File: config.mk
export PLATFORM = sky130hd
export DESIGN_NAME = mult_sched_flat
export DESIGN_NICKNAME = d
export VERILOG_FILES = /design/src/rtl/mult_sched_if.sv /design/src/rtl/mult_sched.sv /design/src/flat_wrapper.sv
export SDC_FILE = /design/constraint.sdc
export NUM_CORES = 1
export LEC_CHECK = 0
export ABC_AREA = 1
export CAP_MARGIN = 20
export CORE_ASPECT_RATIO = 0.75
export CORE_UTILIZATION = 47
export DETAILED_ROUTE_END_ITERATION = 10
export PLACE_DENSITY = 0.87
export SETUP_SLACK_MARGIN = 0.1
export SYNTH_ARGS = -nofsm -noshare
export SYNTH_HDL_FRONTEND = slang
export SYNTH_SLANG_ARGS = --single-unit
File: constraint.sdc
create_clock -name clk -period 6.1 [get_ports clk]
set_input_delay 1.525 -clock clk [delete_from_list [all_inputs] [get_ports clk]]
set_output_delay 1.525 -clock clk [all_outputs]
set_load 0.02 [all_outputs]
File: src/rtl/mult_sched_if.sv
// Bundles the requester, multiplier and response channels of mult_sched.
// The scheduler connects through the slave modport; its environment
// (requesters, multiplier, response sink) uses the master modport.
interface mult_sched_if #(
  parameter int NREQ = 4,
  parameter int IDW  = 2
);
  logic [NREQ-1:0]   req_valid;
  logic [NREQ-1:0]   req_ready;
  logic [8*NREQ-1:0] req_a;
  logic [8*NREQ-1:0] req_b;

  logic [7:0]        mult_a;
  logic [7:0]        mult_b;
  logic              mult_start;
  logic              done_mult;
  logic [15:0]       result_mult;

  logic              rsp_valid;
  logic              rsp_ready;
  logic [IDW-1:0]    rsp_id;
  logic [15:0]       rsp_result;
  logic              rsp_err;

  logic              spurious_done;

  modport slave (
    input  req_valid, req_a, req_b, done_mult, result_mult, rsp_ready,
    output req_ready, mult_a, mult_b, mult_start,
           rsp_valid, rsp_id, rsp_result, rsp_err, spurious_done
  );

  modport master (
    output req_valid, req_a, req_b, done_mult, result_mult, rsp_ready,
    input  req_ready, mult_a, mult_b, mult_start,
           rsp_valid, rsp_id, rsp_result, rsp_err, spurious_done
  );
endinterface

File: src/rtl/mult_sched.sv
// Round-robin scheduler sharing one multi-cycle 8x8 multiplier among NREQ
// requesters. One operation is in flight at a time: accept (IDLE), start
// pulse (ISSUE), wait for done or watchdog expiry (WAIT), hold the response
// until it is taken (RESP).
module mult_sched #(
  parameter int NREQ    = 4,
  parameter int IDW     = $clog2(NREQ),
  parameter int TIMEOUT = 15
) (
  input  logic          clk,
  input  logic          reset_n,
  mult_sched_if.slave   bus
);

  typedef enum logic [1:0] {IDLE, ISSUE, WAIT, RESP} state_t;

  state_t          r_state;
  state_t          w_state_nxt;

  logic [IDW-1:0]  r_ptr;
  logic [IDW-1:0]  r_id;
  logic [7:0]      r_mult_a;
  logic [7:0]      r_mult_b;
  logic [7:0]      r_cnt;
  logic [15:0]     r_rsp_result;
  logic            r_rsp_err;
  logic            r_spurious;

  logic            w_any;
  logic [IDW-1:0]  w_win;
  logic [IDW-1:0]  w_idx;
  logic [NREQ-1:0] w_req_ready;
  logic            w_accept;
  logic            w_timeout;
  logic            w_handshake;
  logic [7:0]      w_sel_a;
  logic [7:0]      w_sel_b;

  // Round-robin winner: first valid requester at or after the pointer, wrapping.
  // NOTE: every combinational output gets a default before any branch, so no
  // path leaves it unassigned and no latch is inferred.
  always_comb begin
    w_any = 1'b0;
    w_win = '0;
    w_idx = '0;
    for (int i = 0; i < NREQ; i++) begin
      w_idx = IDW'((int'(r_ptr) + i) % NREQ);
      if (!w_any && bus.req_valid[w_idx]) begin
        w_any = 1'b1;
        w_win = w_idx;
      end
    end
  end

  assign w_sel_a     = bus.req_a[{w_win, 3'b000} +: 8];
  assign w_sel_b     = bus.req_b[{w_win, 3'b000} +: 8];
  assign w_accept    = (r_state == IDLE) && w_any;
  assign w_timeout   = (r_cnt == 8'(TIMEOUT - 1));
  assign w_handshake = (r_state == RESP) && bus.rsp_ready;

  // State register.
  // NOTE: sequential state uses non-blocking assignments so every register
  // samples pre-edge values regardless of block ordering.
  always_ff @(posedge clk or negedge reset_n) begin
    if (!reset_n) r_state <= IDLE;
    else          r_state <= w_state_nxt;
  end

  // Next-state and accept decode; done wins over a simultaneous timeout.
  always_comb begin
    w_state_nxt = r_state;
    w_req_ready = '0;
    unique case (r_state)
      IDLE: begin
        if (w_any) begin
          w_req_ready[w_win] = 1'b1;
          w_state_nxt        = ISSUE;
        end
      end
      ISSUE:   w_state_nxt = WAIT;
      WAIT:    if (bus.done_mult || w_timeout) w_state_nxt = RESP;
      RESP:    if (bus.rsp_ready) w_state_nxt = IDLE;
      default: w_state_nxt = IDLE;
    endcase
  end

  // Operand capture, watchdog, response capture, pointer and sticky flag.
  always_ff @(posedge clk or negedge reset_n) begin
    if (!reset_n) begin
      r_ptr        <= '0;
      r_id         <= '0;
      r_mult_a     <= '0;
      r_mult_b     <= '0;
      r_cnt        <= '0;
      r_rsp_result <= '0;
      r_rsp_err    <= 1'b0;
      r_spurious   <= 1'b0;
    end else begin
      if (w_accept) begin
        r_mult_a <= w_sel_a;
        r_mult_b <= w_sel_b;
        r_id     <= w_win;
      end

      if (r_state == ISSUE)     r_cnt <= '0;
      else if (r_state == WAIT) r_cnt <= r_cnt + 8'd1;

      if (r_state == WAIT) begin
        if (bus.done_mult) begin
          r_rsp_result <= bus.result_mult;
          r_rsp_err    <= 1'b0;
        end else if (w_timeout) begin
          r_rsp_result <= '0;
          r_rsp_err    <= 1'b1;
        end
      end

      if (w_handshake) begin
        r_ptr <= (r_id == IDW'(NREQ - 1)) ? '0 : r_id + 1'b1;
      end

      if (bus.done_mult && (r_state != WAIT)) r_spurious <= 1'b1;
    end
  end

  assign bus.req_ready     = w_req_ready;
  assign bus.mult_a        = r_mult_a;
  assign bus.mult_b        = r_mult_b;
  assign bus.mult_start    = (r_state == ISSUE);
  assign bus.rsp_valid     = (r_state == RESP);
  assign bus.rsp_id        = r_id;
  assign bus.rsp_result    = r_rsp_result;
  assign bus.rsp_err       = r_rsp_err;
  assign bus.spurious_done = r_spurious;

endmodule
File: src/flat_wrapper.sv
// flat-port wrapper written by rule: the top's interface ports become plain ports
module mult_sched_flat 
#(
  parameter int NREQ    = 4,
  parameter int IDW     = $clog2(NREQ),
  parameter int TIMEOUT = 15
)
  (clk, reset_n, bus_req_valid, bus_req_a, bus_req_b, bus_done_mult, bus_result_mult, bus_rsp_ready, bus_req_ready, bus_mult_a, bus_mult_b, bus_mult_start, bus_rsp_valid, bus_rsp_id, bus_rsp_result, bus_rsp_err, bus_spurious_done);
  mult_sched_if #(.NREQ(NREQ), .IDW(IDW)) bus_i ();
  input  logic clk;
  input  logic reset_n;
  input wire logic [$bits(bus_i.req_valid)-1:0] bus_req_valid;
  input wire logic [$bits(bus_i.req_a)-1:0] bus_req_a;
  input wire logic [$bits(bus_i.req_b)-1:0] bus_req_b;
  input wire logic [$bits(bus_i.done_mult)-1:0] bus_done_mult;
  input wire logic [$bits(bus_i.result_mult)-1:0] bus_result_mult;
  input wire logic [$bits(bus_i.rsp_ready)-1:0] bus_rsp_ready;
  output wire logic [$bits(bus_i.req_ready)-1:0] bus_req_ready;
  output wire logic [$bits(bus_i.mult_a)-1:0] bus_mult_a;
  output wire logic [$bits(bus_i.mult_b)-1:0] bus_mult_b;
  output wire logic [$bits(bus_i.mult_start)-1:0] bus_mult_start;
  output wire logic [$bits(bus_i.rsp_valid)-1:0] bus_rsp_valid;
  output wire logic [$bits(bus_i.rsp_id)-1:0] bus_rsp_id;
  output wire logic [$bits(bus_i.rsp_result)-1:0] bus_rsp_result;
  output wire logic [$bits(bus_i.rsp_err)-1:0] bus_rsp_err;
  output wire logic [$bits(bus_i.spurious_done)-1:0] bus_spurious_done;
  assign bus_i.req_valid = bus_req_valid;
  assign bus_i.req_a = bus_req_a;
  assign bus_i.req_b = bus_req_b;
  assign bus_i.done_mult = bus_done_mult;
  assign bus_i.result_mult = bus_result_mult;
  assign bus_i.rsp_ready = bus_rsp_ready;
  assign bus_req_ready = bus_i.req_ready;
  assign bus_mult_a = bus_i.mult_a;
  assign bus_mult_b = bus_i.mult_b;
  assign bus_mult_start = bus_i.mult_start;
  assign bus_rsp_valid = bus_i.rsp_valid;
  assign bus_rsp_id = bus_i.rsp_id;
  assign bus_rsp_result = bus_i.rsp_result;
  assign bus_rsp_err = bus_i.rsp_err;
  assign bus_spurious_done = bus_i.spurious_done;
  mult_sched #(.NREQ(NREQ), .IDW(IDW), .TIMEOUT(TIMEOUT)) u_core (.clk(clk), .reset_n(reset_n), .bus(bus_i));
endmodule
# After elaboration in Yosys (flattened, before gate mapping)

Cells that the tools add are included.

Register bits after elaboration: 48
Latch bits: 0
Bits in writable memories: 0
ROM bits: 0
Output and inout port bits: 42
Logic and storage cells: 78
Memories: 0

Add/sub/neg operators: 5
Multipliers: 0
Div/mod/pow operators: 0
Order comparisons: 6
Eq/ne operators: 9
Shift-type cells: 2
Mux-type cells: 31
Bitwise logic cells: 0
Reduce and logical (&&, ||, !) cells: 16

Operator list:

| cell                                                               | count |
|---|---|
| indexed part select 32 x 6 -> 8 bit                                | 2 |
| two-way mux 16 bit                                                 | 2 |
| two-way mux 2 bit                                                  | 8 |
| two-way mux 8 bit                                                  | 2 |
| less-than comparator 2 x 3 -> 1 bit (second input constant)        | 5 |
| two-way mux 1 bit                                                  | 11 |
| adder 8 x 1 -> 8 bit (second input constant)                       | 1 |
| binary-select mux 1 bit (select 2 bit)                             | 4 |
| == test 8 x 4 -> 1 bit (second input constant)                     | 1 |
| two-way mux 4 bit                                                  | 2 |
| case mux 2 bit (4 select lines)                                    | 1 |
| logical AND 1 bit                                                  | 7 |
| == test 2 bit (second input constant)                              | 3 |
| adder 2 x 1 -> 2 bit (second input constant)                       | 2 |
| adder 2 bit (second input constant)                                | 2 |
| inequality test 2 x 1 -> 1 bit (second input constant)             | 2 |
| inequality test 2 bit (second input constant)                      | 2 |
| nonzero test 2 bit                                                 | 2 |
| logical NOT 1 bit                                                  | 3 |
| AND reduction 3 bit                                                | 1 |
| demux 1 bit (select 2 bit)                                         | 1 |
| == test 2 x 1 -> 1 bit (second input constant)                     | 1 |
| greater-or-equal comparator 2 x 1 -> 1 bit (second input constant) | 1 |
| logical NOT 2 bit                                                  | 1 |
| other kinds (2)                                                    | 2 |

# Longest topological paths before layout

Depth after elaboration: 18
Mapped depth: 15
Depth with buffers taken out: 15

# Least setup slack after synthesis

No wires, ideal clock.

Kind: input to output
Start: in bus_req_valid[3]
End: out bus_req_ready[0]
Data arrival time: 2.847 ns
Slack: 1.728 ns
Stages: 10
Cell sequence: inv_1 -> nand2_1 -> nand3_1 -> nand2_2 -> inv_1 -> nand3_2 -> nand2_1 -> inv_1 -> buf_6 -> nor3_1

Word-level cells in the longest chain between the ends: 18

RTL lines:

| what                                                                                                                           | line               | RTL |
|---|---|---|
| start: declaration                                                                                                             | flat_wrapper.sv:12 | `input wire logic [$bits(bus_i.req_valid)-1:0] bus_req_valid;` |
| binary-select mux 1 bit (select 2 bit)                                                                                         | mult_sched.sv:48   | `if (!w_any && bus.req_valid[w_idx]) begin` |
| two-way mux 1 bit (not written as such)                                                                                        | mult_sched.sv:48   |  |
| two-way mux 1 bit                                                                                                              | mult_sched.sv:48   |  |
| logical NOT 1 bit                                                                                                              | mult_sched.sv:48   |  |
| logical AND 1 bit                                                                                                              | mult_sched.sv:48   |  |
| two-way mux 1 bit                                                                                                              | mult_sched.sv:48   |  |
| logical NOT 1 bit                                                                                                              | mult_sched.sv:48   |  |
| logical AND 1 bit                                                                                                              | mult_sched.sv:48   |  |
| (+2 left out)                                                                                                                  | n/a                |  |
| logical AND 1 bit                                                                                                              | mult_sched.sv:48   |  |
| two-way mux 2 bit                                                                                                              | mult_sched.sv:48   |  |
| less-than comparator 2 x 3 -> 1 bit (not written as such) / greater-or-equal comparator 2 x 1 -> 1 bit (equally long branches) | mult_sched.sv:76   | `w_req_ready[w_win] = 1'b1;` |
| logical AND 1 bit (not written as such)                                                                                        | mult_sched.sv:76   |  |
| two-way mux 1 bit (not written as such)                                                                                        | mult_sched.sv:76   |  |
| demux 1 bit (select 2 bit)                                                                                                     | n/a                |  |
| two-way mux 4 bit (*)                                                                                                          | mult_sched.sv:75   | `if (w_any) begin` |
| two-way mux 4 bit (*)                                                                                                          | mult_sched.sv:73   | `unique case (r_state)` |
| end: declaration                                                                                                               | flat_wrapper.sv:18 | `output wire logic [$bits(bus_i.req_ready)-1:0] bus_req_ready;` |

Mark *: on every way between the ends. The rest lies on a longest branch, timed or not. The select of a mux whose other input is x is not followed.

# Worst setup path after layout

Start: in bus_req_valid[2]
End: out bus_req_ready[3]

The elaborated chain is that of the path after synthesis.

==> impl_summary.txt <==
----------------------------------------------------
[Outcome]
  Run status ... finished, final reports clean

[Clocking]
  Number of buffers inserted during clock tree synthesis ... 5
  Setup repair bufs after CTS ... 0
  Number of buffers inserted for hold repair after clock tree synthesis ... 0
  Number of clock sinks seen by CTS ... 48
  Htree depth ... 2
  Clock transition at the registers of the reported paths ... 0.10 ns
  Post-CTS Resized ... 0
  Root Driver ... sky130_fd_sc_hd__clkbuf_8
  TritonCTS clock tree ... built
  Max Root-Sink Buffers ... 2
  Clock insertion delay at the later pin of the skew report ... 0.31 ns

[Pwr]
  Worst supply voltage drop on vdd ... 258.3 uV
  Post-layout power ... 0.002303 W
  Power per Cell Area ... 514.8 nW/um^2
  Static Leak ... 2.229 nW

[Synth]
  Syn nets ... 532
  Number of synthesized register bits ... 48
  Synth cell count leaders ... sky130_fd_sc_hd__nand2_1, sky130_fd_sc_hd__inv_1, sky130_fd_sc_hd__nand3_1
  EDFF count, synth ... 0
  Synth top area cells ... sky130_fd_sc_hd__dfrtp_1, sky130_fd_sc_hd__nand2_1, sky130_fd_sc_hd__nand3_1
  Synth top area share ... 39.07%
  Average footprint of a synthesized cell ... 7.035 um^2
  Cell type contributing the most total cell area after synthesis ... sky130_fd_sc_hd__dfrtp_1
  Post-synthesis sequential area ratio ... 39.07%
  Synthesis Warnings ... 0
  Compound-Gate Fraction of Synth Area ... 8.140%
  Adder-cell share of the synthesized area ... 2.849%
  Dominant register cell in the synthesized netlist ... sky130_fd_sc_hd__dfrtp_1
  Most frequently used cell type in the post-synthesis netlist ... sky130_fd_sc_hd__nand2_1
  Multiplexer share of the synthesized area ... 0%
  Cell count after synthesis ... 437
  Largest family of logic cells by synthesized area ... simple AND/OR/NAND/NOR gates
  Distinct cell type count of the synthesized netlist ... 30
  Proportion of synthesized flip-flops having asynchronous set or reset ... 100.0%
  XOR/XNOR Fraction of Synth Area ... 0.2849%
  Cell area after technology mapping ... 3074 um^2
  Synth Area in Simple Gates ... 37.89%

[Route]
  Met3 Wirelength ... 874 um
  Via-to-Cell Ratio ... 5.197
  Number of design rule violations left after detail routing ... 0
  Drt first-iter violations ... 205
  Met2 Wirelength ... 4264 um
  Post-DR wirelength/cell ... 14.11 um
  Initial DRT Pass Iterations ... 4
  Wire length on met1 ... 3778 um
  Top layer in use ... met4
  Antenna-violating nets left ... 0
  Vias ... 3316
  Drt total wl ... 9005 um

[Global route]
  Number of global-route vias before repair ... 3068
  Antenna violations before repair ... 0
  Global-route wire length before repair ... 14120 um
  Pin count of the biggest net entering global routing ... 49
  Total gr overflow ... 0
  Total global-route track usage ... 26.10%

[Timing]
  Slew Viols, Final ... 0
  Clock skew ... 0.005115 ns
  RSZ-0062 raised after global routing ... no
  Time the worst path needs with I/O delays and setup ... 5.699 ns
  Final number of setup-violating endpoints ... 0
  Final worst-path cycle share ... 93.43%
  Total negative slack ... 0 ns
  Hold Vio Cnt, Final ... 0
  Final worst setup slack ... 0.4009 ns
  Smallest hold slack ... 0.4772 ns
  Remaining max-slew budget at the tightest pin ... 54.54%
  Maximum achievable frequency ... 0.1755 GHz
  Slew of the pin with the lowest slew margin ... 0.6819 ns

[Die]
  Core Area ... 6319 um^2
  Standard-cell rows ... 25
  Die boundary width ... 95.39 um
  Top-level port count ... 130
  Vertical die dimension ... 72.04 um
  Floorplan die area ... 6872 um^2
  Initial standard-cell utilization of the core ... 48.65%

[Place]
  # port buffers ... 129
  Final HPWL DP ... 6473 um
  Worst Setup Slack post-DPL ... 0.4382 ns
  Final Wtd Congestion ... 0.9148

[Critical path]
  WS Path Type ... in -> out
  Maximum fanout along the worst path ... 25
  Worst Setup Start Kind ... input port
  Reg-to-reg slack, setup ... 3.52 ns
  Kind of end point of the critical path ... output port
  Setup crit start ... bus_req_valid[2]
  Data arrival time at the worst-slack endpoint ... 4.17 ns
  Timing endpoint of the critical path ... bus_req_ready[3]
  WP data required ... 4.58 ns
  Worst reg2reg path startpoint ... u_core.r_ptr[0]$_DFFE_PN0P_
  Cell depth of the worst flop-to-flop path ... 11
  RR Endpoint ... u_core.bus.mult_b[2]$_DFFE_PN0P_

[Min path]
  Worst hold path type ... reg -> reg

[Layout]
  Layout net count ... 651
  Core Util, Final ... 70.79%
  Fraction of layout instances using a drive strength above 1 ... 4.847%
  Area overhead of the layout relative to synthesis ... 45.50%
  Number of diodes added for antenna fixing ... 0

[Job]
  Number of max-capacitance violations reported ... 0

----------------------------------------------------
through the flow:
| stage | cell area [um^2] | std cells |
|---|---|---|
| 6_report | 4473 | 638 |
| 5_1_grt | 4473 | 638 |
| 4_1_cts | 4446 | 636 |
| 3_5_place_dp | 4329 | 628 |
| 3_3_place_gp | 4329 | 628 |
| 2_1_floorplan | 3074 | 437 |
worst min path at each step:
stage | cells after the start | to | from | slack [ns]
after floorplan | 1 | u_core.r_cnt[3]$_DFFE_PN0P_ | u_core.r_cnt[3]$_DFFE_PN0P_ | 0.46
after global placement | 1 | u_core.bus.spurious_done$_DFFE_PN0P_ | u_core.bus.spurious_done$_DFFE_PN0P_ | 0.44
after detailed placement | 1 | u_core.bus.spurious_done$_DFFE_PN0P_ | u_core.bus.spurious_done$_DFFE_PN0P_ | 0.45
after CTS | 1 | u_core.bus.spurious_done$_DFFE_PN0P_ | u_core.bus.spurious_done$_DFFE_PN0P_ | 0.48
after global routing | 1 | u_core.bus.spurious_done$_DFFE_PN0P_ | u_core.bus.spurious_done$_DFFE_PN0P_ | 0.50
final | 1 | u_core.bus.spurious_done$_DFFE_PN0P_ | u_core.bus.spurious_done$_DFFE_PN0P_ | 0.48
final cells by class:
class	count	area [um^2]
Sequential cell	48	1201
Clock inverter	3	47.55
Inverter	61	229.0
Clock buffer	5	68.82
Multi-Input combinational cell	309	1511
Timing Repair Buffer	131	1314
Fill cell	516	1846
Tap cell	81	101.3
kinds of logic after synthesis:
logic type      after synthesis
xor+xnor                      1
buf+inv                      80
simple gates                258
fa+ha+maj                     7
compound gates               43
flops                        48
sequential cells by signal, summed over array words and instances, names as in the netlist, 2 cells and up:
register and flops:
u_core.bus.mult_b 8, u_core.r_cnt 8, u_core.r_ptr 2, u_core.bus.rsp_result 16, u_core.bus.mult_a 8, u_core.bus.rsp_id 2
u_core.r_state 2
layout by cell type (no fill, tap or decap), types with 2 or more instances in the layout:
cell type	instances
sky130_fd_sc_hd__ha_1	7
sky130_fd_sc_hd__nand3_1	52
sky130_fd_sc_hd__nor2_4	3
sky130_fd_sc_hd__inv_2	4
sky130_fd_sc_hd__nor3_1	7
sky130_fd_sc_hd__nand4_1	16
sky130_fd_sc_hd__dfrtp_1	48
sky130_fd_sc_hd__nand2_2	4
sky130_fd_sc_hd__nor2_1	13
sky130_fd_sc_hd__nand2_1	156
sky130_fd_sc_hd__o211ai_1	10
sky130_fd_sc_hd__nand3_4	2
sky130_fd_sc_hd__clkinv_4	2
sky130_fd_sc_hd__clkbuf_8	5
sky130_fd_sc_hd__inv_1	57
sky130_fd_sc_hd__clkdlybuf4s50_1	128
sky130_fd_sc_hd__a21oi_1	7
sky130_fd_sc_hd__o21ai_0	21
where the power goes:
| group | leakage, nW | internal [W] | switching, W |
|---|---|---|---|
| Clock | 0.0583 | 0.000124 | 0.000119 |
| Sequential | 0.596 | 0.000460 | 0.0000946 |
| Combinational | 1.57 | 0.000564 | 0.000942 |
| Total | 2.23 | 0.00115 | 0.00116 |
critical path: stages:
cell and delay (ns):
sky130_fd_sc_hd__clkdlybuf4s50_1 0.51, sky130_fd_sc_hd__inv_1 0.07, sky130_fd_sc_hd__nand2_1 0.09, sky130_fd_sc_hd__nand3_1 0.10, sky130_fd_sc_hd__nand2_1 0.11, sky130_fd_sc_hd__inv_1 0.10
sky130_fd_sc_hd__nand3_4 0.28, sky130_fd_sc_hd__nand2_4 0.25, sky130_fd_sc_hd__nor2_4 0.29, sky130_fd_sc_hd__inv_1 0.08, sky130_fd_sc_hd__nor2_1 0.13, sky130_fd_sc_hd__clkdlybuf4s50_1 0.62
metal layers:
layer | up-vias | global-route usage, %
li1 | 1639 | -
met1 | 1521 | 34.79
met2 | 144 | 43.57
met3 | 12 | 6.184
met4 | 0 | 5.307
met5 | - | 0
Power figures use the tool's default switching activity.
